`src/rtl/space_pkg.sv`:
```
// space_pkg: shared state encoding, screen geometry and bullet defaults
package space_pkg;
  typedef enum logic [3:0] {
    st_error  = 4'b0000,
    st_ready  = 4'b0001,
    st_flying = 4'b0010,
    st_strike = 4'b0100,
    st_reload = 4'b1000
  } bullet_state_e;
  localparam logic [9:0] screen_w_lp = 10'd640;
  localparam logic [9:0] screen_h_lp = 10'd480;
  localparam logic [9:0] bullet_w_lp = 10'd2;
  localparam logic [9:0] bullet_h_lp = 10'd8;
endpackage

```
`src/rtl/box_overlap.sv`:
```
// box_overlap: inclusive axis-aligned overlap test between two boxes
module box_overlap (
  input  logic [9:0] a_left_i,
  input  logic [9:0] a_right_i,
  input  logic [9:0] a_top_i,
  input  logic [9:0] a_bot_i,
  input  logic [9:0] b_left_i,
  input  logic [9:0] b_right_i,
  input  logic [9:0] b_top_i,
  input  logic [9:0] b_bot_i,
  output logic       overlap_o
);
  assign overlap_o = (a_left_i <= b_right_i) && (a_right_i >= b_left_i) &&
                     (a_top_i <= b_bot_i) && (a_bot_i >= b_top_i);
endmodule

```
`src/rtl/counter.sv`:
```
// counter: clearable up-counter advancing by step_p when enabled
module counter #(
  parameter int                 width_p = 10,
  parameter logic [width_p-1:0] step_p  = 1
) (
  input  logic               clk_i,
  input  logic               reset_ni,
  input  logic               clear_i,
  input  logic               en_i,
  output logic [width_p-1:0] count_o
);
  // clear wins over enable so a fresh count always starts at zero
  always_ff @(posedge clk_i or negedge reset_ni)
    if (!reset_ni) count_o <= '0;
    else if (clear_i) count_o <= '0;
    else if (en_i) count_o <= count_o + step_p;
endmodule

```
`src/rtl/player_bullet.sv`:
```
// player_bullet: single player bullet with launch, flight, enemy hit detection and reload
module player_bullet
  import space_pkg::*;
#(
  parameter int         num_enemies_p   = 4,
  parameter logic [9:0] step_p          = 10'd8,
  parameter logic [9:0] bullet_w_p      = bullet_w_lp,
  parameter logic [9:0] bullet_h_p      = bullet_h_lp,
  parameter logic [9:0] muzzle_off_p    = 10'd19,
  parameter logic [9:0] reload_frames_p = 10'd30,
  parameter logic [11:0] color_p        = 12'hF00
) (
  input  logic                       clk_i,
  input  logic                       reset_ni,
  input  logic                       frame_i,
  input  logic                       fire_i,
  input  logic [9:0]                 player_left_i,
  input  logic [9:0]                 player_top_i,
  input  logic [10*num_enemies_p-1:0] enemy_left_i,
  input  logic [10*num_enemies_p-1:0] enemy_right_i,
  input  logic [10*num_enemies_p-1:0] enemy_top_i,
  input  logic [10*num_enemies_p-1:0] enemy_bot_i,
  input  logic [num_enemies_p-1:0]   enemy_dead_i,
  output logic [num_enemies_p-1:0]   hit_o,
  output logic                       score_inc_o,
  output logic                       bullet_active_o,
  output logic [9:0]                 bullet_left_o,
  output logic [9:0]                 bullet_top_o,
  output logic [3:0]                 bullet_red_o,
  output logic [3:0]                 bullet_green_o,
  output logic [3:0]                 bullet_blue_o
);
  bullet_state_e state_q, state_n;
  logic [9:0] left_n, top_n, cnt;
  logic [num_enemies_p-1:0] ov, hit_n;
  logic [9:0] b_right, b_bot;
  assign b_right = bullet_left_o + bullet_w_p - 10'd1;
  assign b_bot   = bullet_top_o + bullet_h_p - 10'd1;
  genvar k;
  generate
    for (k = 0; k < num_enemies_p; k++) begin : g_ov
      logic raw;
      box_overlap u_box (
        .a_left_i  (bullet_left_o),
        .a_right_i (b_right),
        .a_top_i   (bullet_top_o),
        .a_bot_i   (b_bot),
        .b_left_i  (enemy_left_i[10*k +: 10]),
        .b_right_i (enemy_right_i[10*k +: 10]),
        .b_top_i   (enemy_top_i[10*k +: 10]),
        .b_bot_i   (enemy_bot_i[10*k +: 10]),
        .overlap_o (raw)
      );
      assign ov[k] = raw & ~enemy_dead_i[k];
    end
  endgenerate
  counter #(.width_p(10), .step_p(10'd1)) u_cooldown (
    .clk_i    (clk_i),
    .reset_ni (reset_ni),
    .clear_i  (state_n == st_reload && state_q != st_reload),
    .en_i     (state_q == st_reload && frame_i),
    .count_o  (cnt)
  );
  // next state, bullet position and the lowest-index hit; collision beats frame motion
  always_comb begin
    state_n = state_q;
    left_n  = bullet_left_o;
    top_n   = bullet_top_o;
    hit_n   = '0;
    case (state_q)
      st_ready: if (fire_i) begin
        state_n = st_flying;
        left_n  = player_left_i + muzzle_off_p;
        top_n   = (player_top_i < bullet_h_p) ? 10'd0 : player_top_i - bullet_h_p;
      end
      st_flying: if (|ov) begin
        state_n = st_strike;
        hit_n   = ov & (-ov);
      end else if (frame_i) begin
        if (bullet_top_o < step_p) state_n = st_reload;
        else top_n = bullet_top_o - step_p;
      end
      st_strike: state_n = st_reload;
      st_reload: if (cnt == reload_frames_p) state_n = st_ready;
      default:   state_n = st_ready;
    endcase
  end
  // state, position and registered hit/score pulses
  always_ff @(posedge clk_i or negedge reset_ni)
    if (!reset_ni) begin
      state_q       <= st_ready;
      bullet_left_o <= '0;
      bullet_top_o  <= '0;
      hit_o         <= '0;
      score_inc_o   <= 1'b0;
    end else begin
      state_q       <= state_n;
      bullet_left_o <= left_n;
      bullet_top_o  <= top_n;
      hit_o         <= hit_n;
      score_inc_o   <= |hit_n;
    end
  assign bullet_active_o = state_q == st_flying;
  assign bullet_red_o    = color_p[11:8];
  assign bullet_green_o  = color_p[7:4];
  assign bullet_blue_o   = color_p[3:0];
endmodule

```
`config.mk`:
```
export PLATFORM = sky130hd
export DESIGN_NAME = player_bullet
export DESIGN_NICKNAME = d
export VERILOG_FILES = /design/src/rtl/space_pkg.sv /design/src/rtl/box_overlap.sv /design/src/rtl/counter.sv /design/src/rtl/player_bullet.sv
export SDC_FILE = /design/constraint.sdc
export NUM_CORES = 1
export LEC_CHECK = 0
export BUFFER_PORTS_ARGS = -buffer_cell sky130_fd_sc_hd__buf_2
export CORE_MARGIN = 1
export CORE_UTILIZATION = 48
export CTS_BUF_LIST = sky130_fd_sc_hd__clkbuf_4
export CTS_CLUSTER_DIAMETER = 100
export DETAILED_ROUTE_END_ITERATION = 10
export GPL_ROUTABILITY_DRIVEN = 0
export PLACE_DENSITY = 0.82
export SETUP_SLACK_MARGIN = 0.05
export SLEW_MARGIN = 30
export SYNTH_ARGS = -nofsm -noshare
export SYNTH_HDL_FRONTEND = slang
export SYNTH_HIERARCHICAL = 1
export SYNTH_SLANG_ARGS = --single-unit
```
`constraint.sdc`:
```
create_clock -name clk_i -period 4.1 [get_ports clk_i]
set_input_delay 0.205 -clock clk_i [delete_from_list [all_inputs] [get_ports clk_i]]
set_output_delay 0.205 -clock clk_i [all_outputs]
set_load 0.01 [all_outputs]
```
Yosys cells after proc, flatten, opt, wreduce, memory -nomap -nowiden. Index checks and enable logic that the tools add are counted.

Add/subtract/negate cells: 9. Order comparisons: 18. Equality and inequality tests: 11. Mux-type cells: 16. Bitwise logic cells: 9. Reductions and logical operators: 20.

Operator list (count): $ge A10 B10 Y1 (8); $le A10 B10 Y1 (8); $mux W10 (7); $mux W4 (7); $lt A10 B4 Y1 const B (2); $pmux W10 S2 (1); $sub A10 B1 Y10 const B (2); $sub A10 B4 Y10 const B (2); $pmux W4 S4 (1); $logic_and A1 B1 Y1 (14); $add A10 B1 Y10 const B (1); $add A10 B2 Y10 const B (1); $add A10 B4 Y10 const B (1); $add A10 B5 Y10 const B (1); $eq A10 B5 Y1 const B (1); $eq A4 B4 Y1 const B (2); $ne A2 B2 Y1 const B (4); $reduce_or A4 Y1 (2); $reduce_and A5 Y1 (1); $and A1 B1 Y1 (4); $and A4 B4 Y4 (1); $eq A4 B1 Y1 const B (1); $eq A4 B2 Y1 const B (1); $eq A4 B3 Y1 const B (1); other kinds (5) (9).

Flip-flop bits (word level): 39. Input port bits: 188. Output and inout bits: 38. Logic and storage cells: 89.

Depth between registers and ports, before layout.
Depth after elaboration: 13. Depth in mapped cells: 20. Gate-level depth less buffers: 20.

Hierarchy. Netlist, hierarchy kept.

By module, submodules not included: box_overlap (g_ov[0].u_box ...) (times used 3, cells each 133, area an instance 996.0 µm², seq. area each 0.0 µm²); player_bullet (times used 1, cells each 251, area an instance 2094.5 µm², seq. area each 726.9 µm²); box_overlap (g_ov[2].u_box) (times used 1, cells each 139, area an instance 979.7 µm², seq. area each 0.0 µm²); counter (times used 1, cells each 47, area an instance 495.5 µm², seq. area each 250.2 µm²).

Worst setup path after synthesis. No wires, ideal clock.

Kind: flip-flop to flip-flop. Start: register bullet_top_o[0]. End: register u_cooldown.count_o[7]. Setup time: 78 ps. Data arrival time: 3789 ps. Data required time: 4022 ps. Path slack: 233 ps. Cell stages (with the launch flop): 20. Buffers on the path: 0. Clock period less this slack: 3867 ps. Cells stage by stage: dfrtp_1 > inv_1 > ha_1 > nand2b_1 > nand2_1 > xnor2_1 > ha_1 > o21a_1 > a21oi_1 > o21ai_1 > a221oi_1 > nor4_2 > nand2b_1 > nand2_1 > nor2_1 > nand4_1 > a21bo_2 > o2111ai_4 > or4_1 > a21oi_1.

Cells in the longest elaborated chain, start to end: 11. Elaborated cells on any way between the ends: 32. Classes of those cells: add/sub: 2; order compare: 9; eq/ne: 1; mux: 5; bitwise: 4; reduce/logical: 11.

Ends and longest elaborated chain: from (decl) (RTL line player_bullet.sv:28) `output logic [9:0] bullet_top_o,`; from (signal assigned) (RTL line player_bullet.sv:99) `bullet_top_o <= top_n;`; $add A10 B4 Y10 * (RTL line player_bullet.sv:38) `assign b_bot = bullet_top_o + bullet_h_p - 10'd1;`; $sub A10 B1 Y10 * (RTL line player_bullet.sv:38); via b_bot[0] (RTL line player_bullet.sv:36) `logic [9:0] b_right, b_bot;`; $ge A10 B10 Y1 * (RTL line box_overlap.sv:14) `(a_top_i <= b_bot_i) && (a_bot_i >= b_top_i);`; $logic_and A1 B1 Y1 * (RTL line box_overlap.sv:14); via g_ov[1].raw (RTL line player_bullet.sv:42) `logic raw;`; $and A1 B1 Y1 * (RTL line player_bullet.sv:54) `assign ov[k] = raw & ~enemy_dead_i[k];`; $reduce_or A4 Y1 * (RTL line player_bullet.sv:76) `st_flying: if (|ov) begin`; $mux W4 * (RTL line player_bullet.sv:76); $pmux W4 S4 * (RTL line player_bullet.sv:70) `case (state_q)`; $eq A4 B4 Y1 * (RTL line player_bullet.sv:60) `.clear_i (state_n == st_reload && state_q != st_reload),`; $logic_and A1 B1 Y1 * (RTL line player_bullet.sv:60); $mux W10 or $reduce_bool A2 Y1 (tied branches); to (signal assigned) (RTL line counter.sv:16) `else if (en_i) count_o <= count_o + step_p;`; to (decl) (RTL line counter.sv:10) `output logic [width_p-1:0] count_o`.

The timed path passes the listed nets; every way through them passes the cells marked *. A chain may end at the register's enable or synchronous reset.

Final worst setup path.
Start: register bullet_top_o[3]. End: register u_cooldown.count_o[9].

Cells in the longest elaborated chain, start to end: 11. Elaborated cells on any way between the ends: 32. Classes of those cells: add/sub: 2; order compare: 9; eq/ne: 1; mux: 5; bitwise: 4; reduce/logical: 11.

Ends and longest elaborated chain (RTL line): $add A10 B4 Y10 * (player_bullet.sv:38); $sub A10 B1 Y10 * (player_bullet.sv:38); via b_bot[9] (player_bullet.sv:36); $ge A10 B10 Y1 * (box_overlap.sv:14); $logic_and A1 B1 Y1 * (box_overlap.sv:14); via g_ov[3].raw (player_bullet.sv:42); $and A1 B1 Y1 * (player_bullet.sv:54); $reduce_or A4 Y1 * (player_bullet.sv:76); $mux W4 * (player_bullet.sv:76); $pmux W4 S4 * (player_bullet.sv:70); $eq A4 B4 Y1 * (player_bullet.sv:60); $logic_and A1 B1 Y1 * (player_bullet.sv:60); $mux W10 or $reduce_bool A2 Y1 (tied branches).

Marks and branches as above.

==> impl_metrics.json <==
{
  "netlist.area_leader.share_pct": 31.9,
  "start_kind": "flip-flop",
  "cts-root-buf": "sky130_fd_sc_hd__clkbuf_4",
  "wire_length_per_cell_after_detailed_routing_um": 14.8,
  "worst_setup_path_startpoint": "bullet_top_o[3]",
  "placedCellCount": 1237,
  "worst_hold_check_slack_ns": 0.0951,
  "finalWorstPathRequiredPeriod_ns": 3.93,
  "grt_max_degree": 40,
  "drt-total-wl_um": 18800,
  "placeable_core_region_mm2": 0.0133,
  "yosys_most_used_dff": "sky130_fd_sc_hd__dfrtp_1",
  "clock_insertion_delay_worst_skew_ns": 0.34,
  "clk_pin_slew_ns": 0.12,
  "fmaxAchievable_ghz": 0.255,
  "postSynthRegisterBits": 39,
  "timing.max_cap.violations": 0,
  "first_pass_grt_wire_length_um": 29500,
  "antenna_violations_before_repair": 5,
  "area_delta_synth_final_pct": 27.6,
  "tightest_slew_margin_relative_to_the_limit_pct": 54.7,
  "switching_share_pct": 50.2,
  "hold_viol": 0,
  "finalClockSkew_ns": 0.00487,
  "final_critical_path_setup_slack_ns": 0.171,
  "worst_hold_startpoint": "player_top_i[1]",
  "cts_max_path_buffers": 2,
  "synth_cell_types": 60,
  "cp.arrival_ns": 4.21,
  "port_buffers": 213,
  "fp.dieW_um": 119,
  "power_report.internal_total_mw": 2.30,
  "rows": 42,
  "power.share.sequential_pct": 13.5,
  "die_area_mm2": 0.0141,
  "finished_layout_cells": 1268,
  "p_per_area_mw_per_mm2": 552,
  "placement.cell_area_mm2": 0.00792,
  "worstHoldPathCells": 3,
  "number_of_h_tree_branching_levels": 2,
  "post_synth_instance_area_mm2": 0.00656,
  "final_min_period_over_clock_period_pct": 95.8,
  "synthDominantAreaCellType": "sky130_fd_sc_hd__ha_1",
  "post-synth-top-count-cell": "sky130_fd_sc_hd__inv_1",
  "boundaryPins": 226,
  "cp_data_required_time_ns": 4.38,
  "syn_inst": 836,
  "finalInstanceArea_mm2": 0.00837,
  "cell_types_occupying_the_most_area_after_synthesis": "sky130_fd_sc_hd__ha_1 32%, sky130_fd_sc_hd__dfrtp_1 15%, sky130_fd_sc_hd__inv_1 10%",
  "power.static_leakage_nw": 4.95,
  "dp_hpwl_um": 15200,
  "starting_density_pct": 49.3,
  "via_count": 6760,
  "vias_in_the_first_global_route": 6559,
  "post_route_cells_drive_above_1_share_pct": 29.2,
  "preCtsSetupSlack_ns": -0.0922,
  "report.final.slew_viol_count": 0,
  "power.combinational.fraction_pct": 80.9,
  "maximum_vdd_drop_mv": 0.269,
  "track_usage_pct": 25.8,
  "finalSetupViolCount": 0,
  "outcome": "finished, final reports clean",
  "global_route.overflow_total": 0,
  "cts_buffers": 5,
  "yosys-top-cells-count": "179 x sky130_fd_sc_hd__inv_1, 167 x sky130_fd_sc_hd__ha_1, 53 x sky130_fd_sc_hd__a21oi_1",
  "finalNetCount": 1441,
  "crit_path_end_kind": "flip-flop",
  "via_per_inst": 5.33,
  "drtPass1Iterations": 4,
  "crit_type": "flip-flop to flip-flop",
  "synth_enable_flop_cells": 0,
  "synth.yosys.seq_area_share_pct": 14.9,
  "drt_iter0_drc": 407,
  "total_switching_power_mw": 2.32,
  "die-height_um": 119,
  "number_of_drc_violations_after_detailed_routing": 0,
  "clock_power_share_pct": 5.7,
  "timing_worst_slew_pin_value_ns": 0.675,
  "timing.setup.tns_ns": 0,
  "timing.hold.worst.class": "input port to flip-flop",
  "share_of_async_settable_or_async_resettable_flops_after_synthesis_pct": 100,
  "count_of_yosys_warnings_during_synthesis": 6,
  "postRouteAntennaNets": 0,
  "tritoncts_clock_tree": "yes",
  "crit_path_max_fanout": 5,
  "numClockSinks": 39,
  "postSynthAreaPerCell_um2": 7.84,
  "r2r_cells": 18,
  "r2r_start": "bullet_top_o[3]"
}
## through the flow
stage                     util, %  power, mW
after global routing         62.9       5.13
after global placement       59.6       3.85
after floorplan                 -       2.91
final                        62.9       4.62
after CTS                    60.9       4.33
after detailed placement     59.6       3.97
## critical path, stage by stage (launching register included)
cell                        delay (ns)
sky130_fd_sc_hd__dfrtp_1          0.43
sky130_fd_sc_hd__ha_1             0.26
sky130_fd_sc_hd__nand2b_4         0.08
sky130_fd_sc_hd__nor2_2           0.18
sky130_fd_sc_hd__nand3_2          0.16
sky130_fd_sc_hd__xnor2_4          0.20
sky130_fd_sc_hd__buf_4            0.14
sky130_fd_sc_hd__ha_1             0.31
sky130_fd_sc_hd__and4_1           0.19
sky130_fd_sc_hd__a221oi_2         0.30
sky130_fd_sc_hd__nor4_2           0.08
sky130_fd_sc_hd__nand2b_1         0.13
sky130_fd_sc_hd__nand2_1          0.09
sky130_fd_sc_hd__nor2_2           0.16
sky130_fd_sc_hd__nand4_1          0.13
sky130_fd_sc_hd__a21bo_4          0.22
sky130_fd_sc_hd__o2111ai_4        0.14
sky130_fd_sc_hd__or4_4            0.50
sky130_fd_sc_hd__a21oi_1          0.15
## metal layers
metal | wire [um] | vias up | track usage [%]
li1 | - | 3405 | -
met1 | 8350 | 3057 | 32.7
met2 | 8540 | 240 | 43.2
met3 | 1090 | 58 | 3.88
met4 | 798 | 0 | 11.3
met5 | 0 | - | 0
## sequential cells by signal (all words and copies together), names as in the netlist
name,flops
u_cooldown/count_o,10
score_inc_o,1
hit_o,4
bullet_top_o,10
state_q,4
bullet_left_o,10
## final timing paths
kind / endpoint / slack [ns]
hold / removal: bullet_top_o[1] / 0.1
hold reg to reg: state_q[0] / 0.53
setup reg to reg: u_cooldown/count_o[9] / 0.17
max in group asynchronous: state_q[0] / 3.35
min in group asynchronous: u_cooldown/count_o[8] / 0.25
setup / recovery: u_cooldown/count_o[9] / 0.17
## cell families (layout without fill, tap and decap cells)
| kind of cell | after synthesis | after routing | share of synthesized area (%) |
|---|---|---|---|
| adders and majority gates | 167 | 167 | 31.9 |
| DFF | 39 | 39 | 14.9 |
| and+or+nand+nor | 211 | 211 | 17.4 |
| xor gates and xnor gates | 29 | 29 | 3.87 |
| muxes | 4 | 4 | 0.668 |
| other | 2 | 17 | 0.115 |
| buffers and inverters | 203 | 443 | 12.7 |
| AOI/OAI and AO/OA | 181 | 182 | 18.5 |
## cells in the final DEF (no fill, tap or decap), drive strengths merged, types with 9 or more instances in the layout
master,Yosys,layout
a211oi,9,9
a21o,22,22
a21oi,54,54
buf,18,254
conb,2,12
dfrtp,38,38
ha,167,167
inv,179,179
nand2,45,45
nand2b,14,14
nand3,24,24
nand4,27,27
nor2,39,39
nor3,16,16
o21ai,42,42
xnor2,15,15
xor2,14,14
## power by group through the flow
stage,clock network (mW),logic (mW),registers (mW)
after global placement,0,3.25,0.602
after global routing,0.284,4.21,0.637
after floorplan,0,2.16,0.753
after CTS,0.266,3.45,0.608
after detailed placement,0,3.37,0.605
final,0.262,3.73,0.622
## what timing repair did
action | 4_1_cts | 5_1_grt
buffers inserted | 1 | 14
pin swaps | 1 | 12
cloned | 0 | 1
endpoints found under the setup margin | 5 | 6
hold endpoints to repair | 38 | 0
gates resized for setup | 11 | 23
hold buffers | 1 | 0
## layout make-up
type                    count  area (um2)
diodes                      5        12.5
clock buffers               5        37.5
clock inverters             3        43.8
fillers                  1135        4930
inverters                 180         681
multi-input cells         605        5000
flip-flops and latches     39         978
well taps                 176         220
repair buffers            255        1400
(Power assumes the default switching activity.)
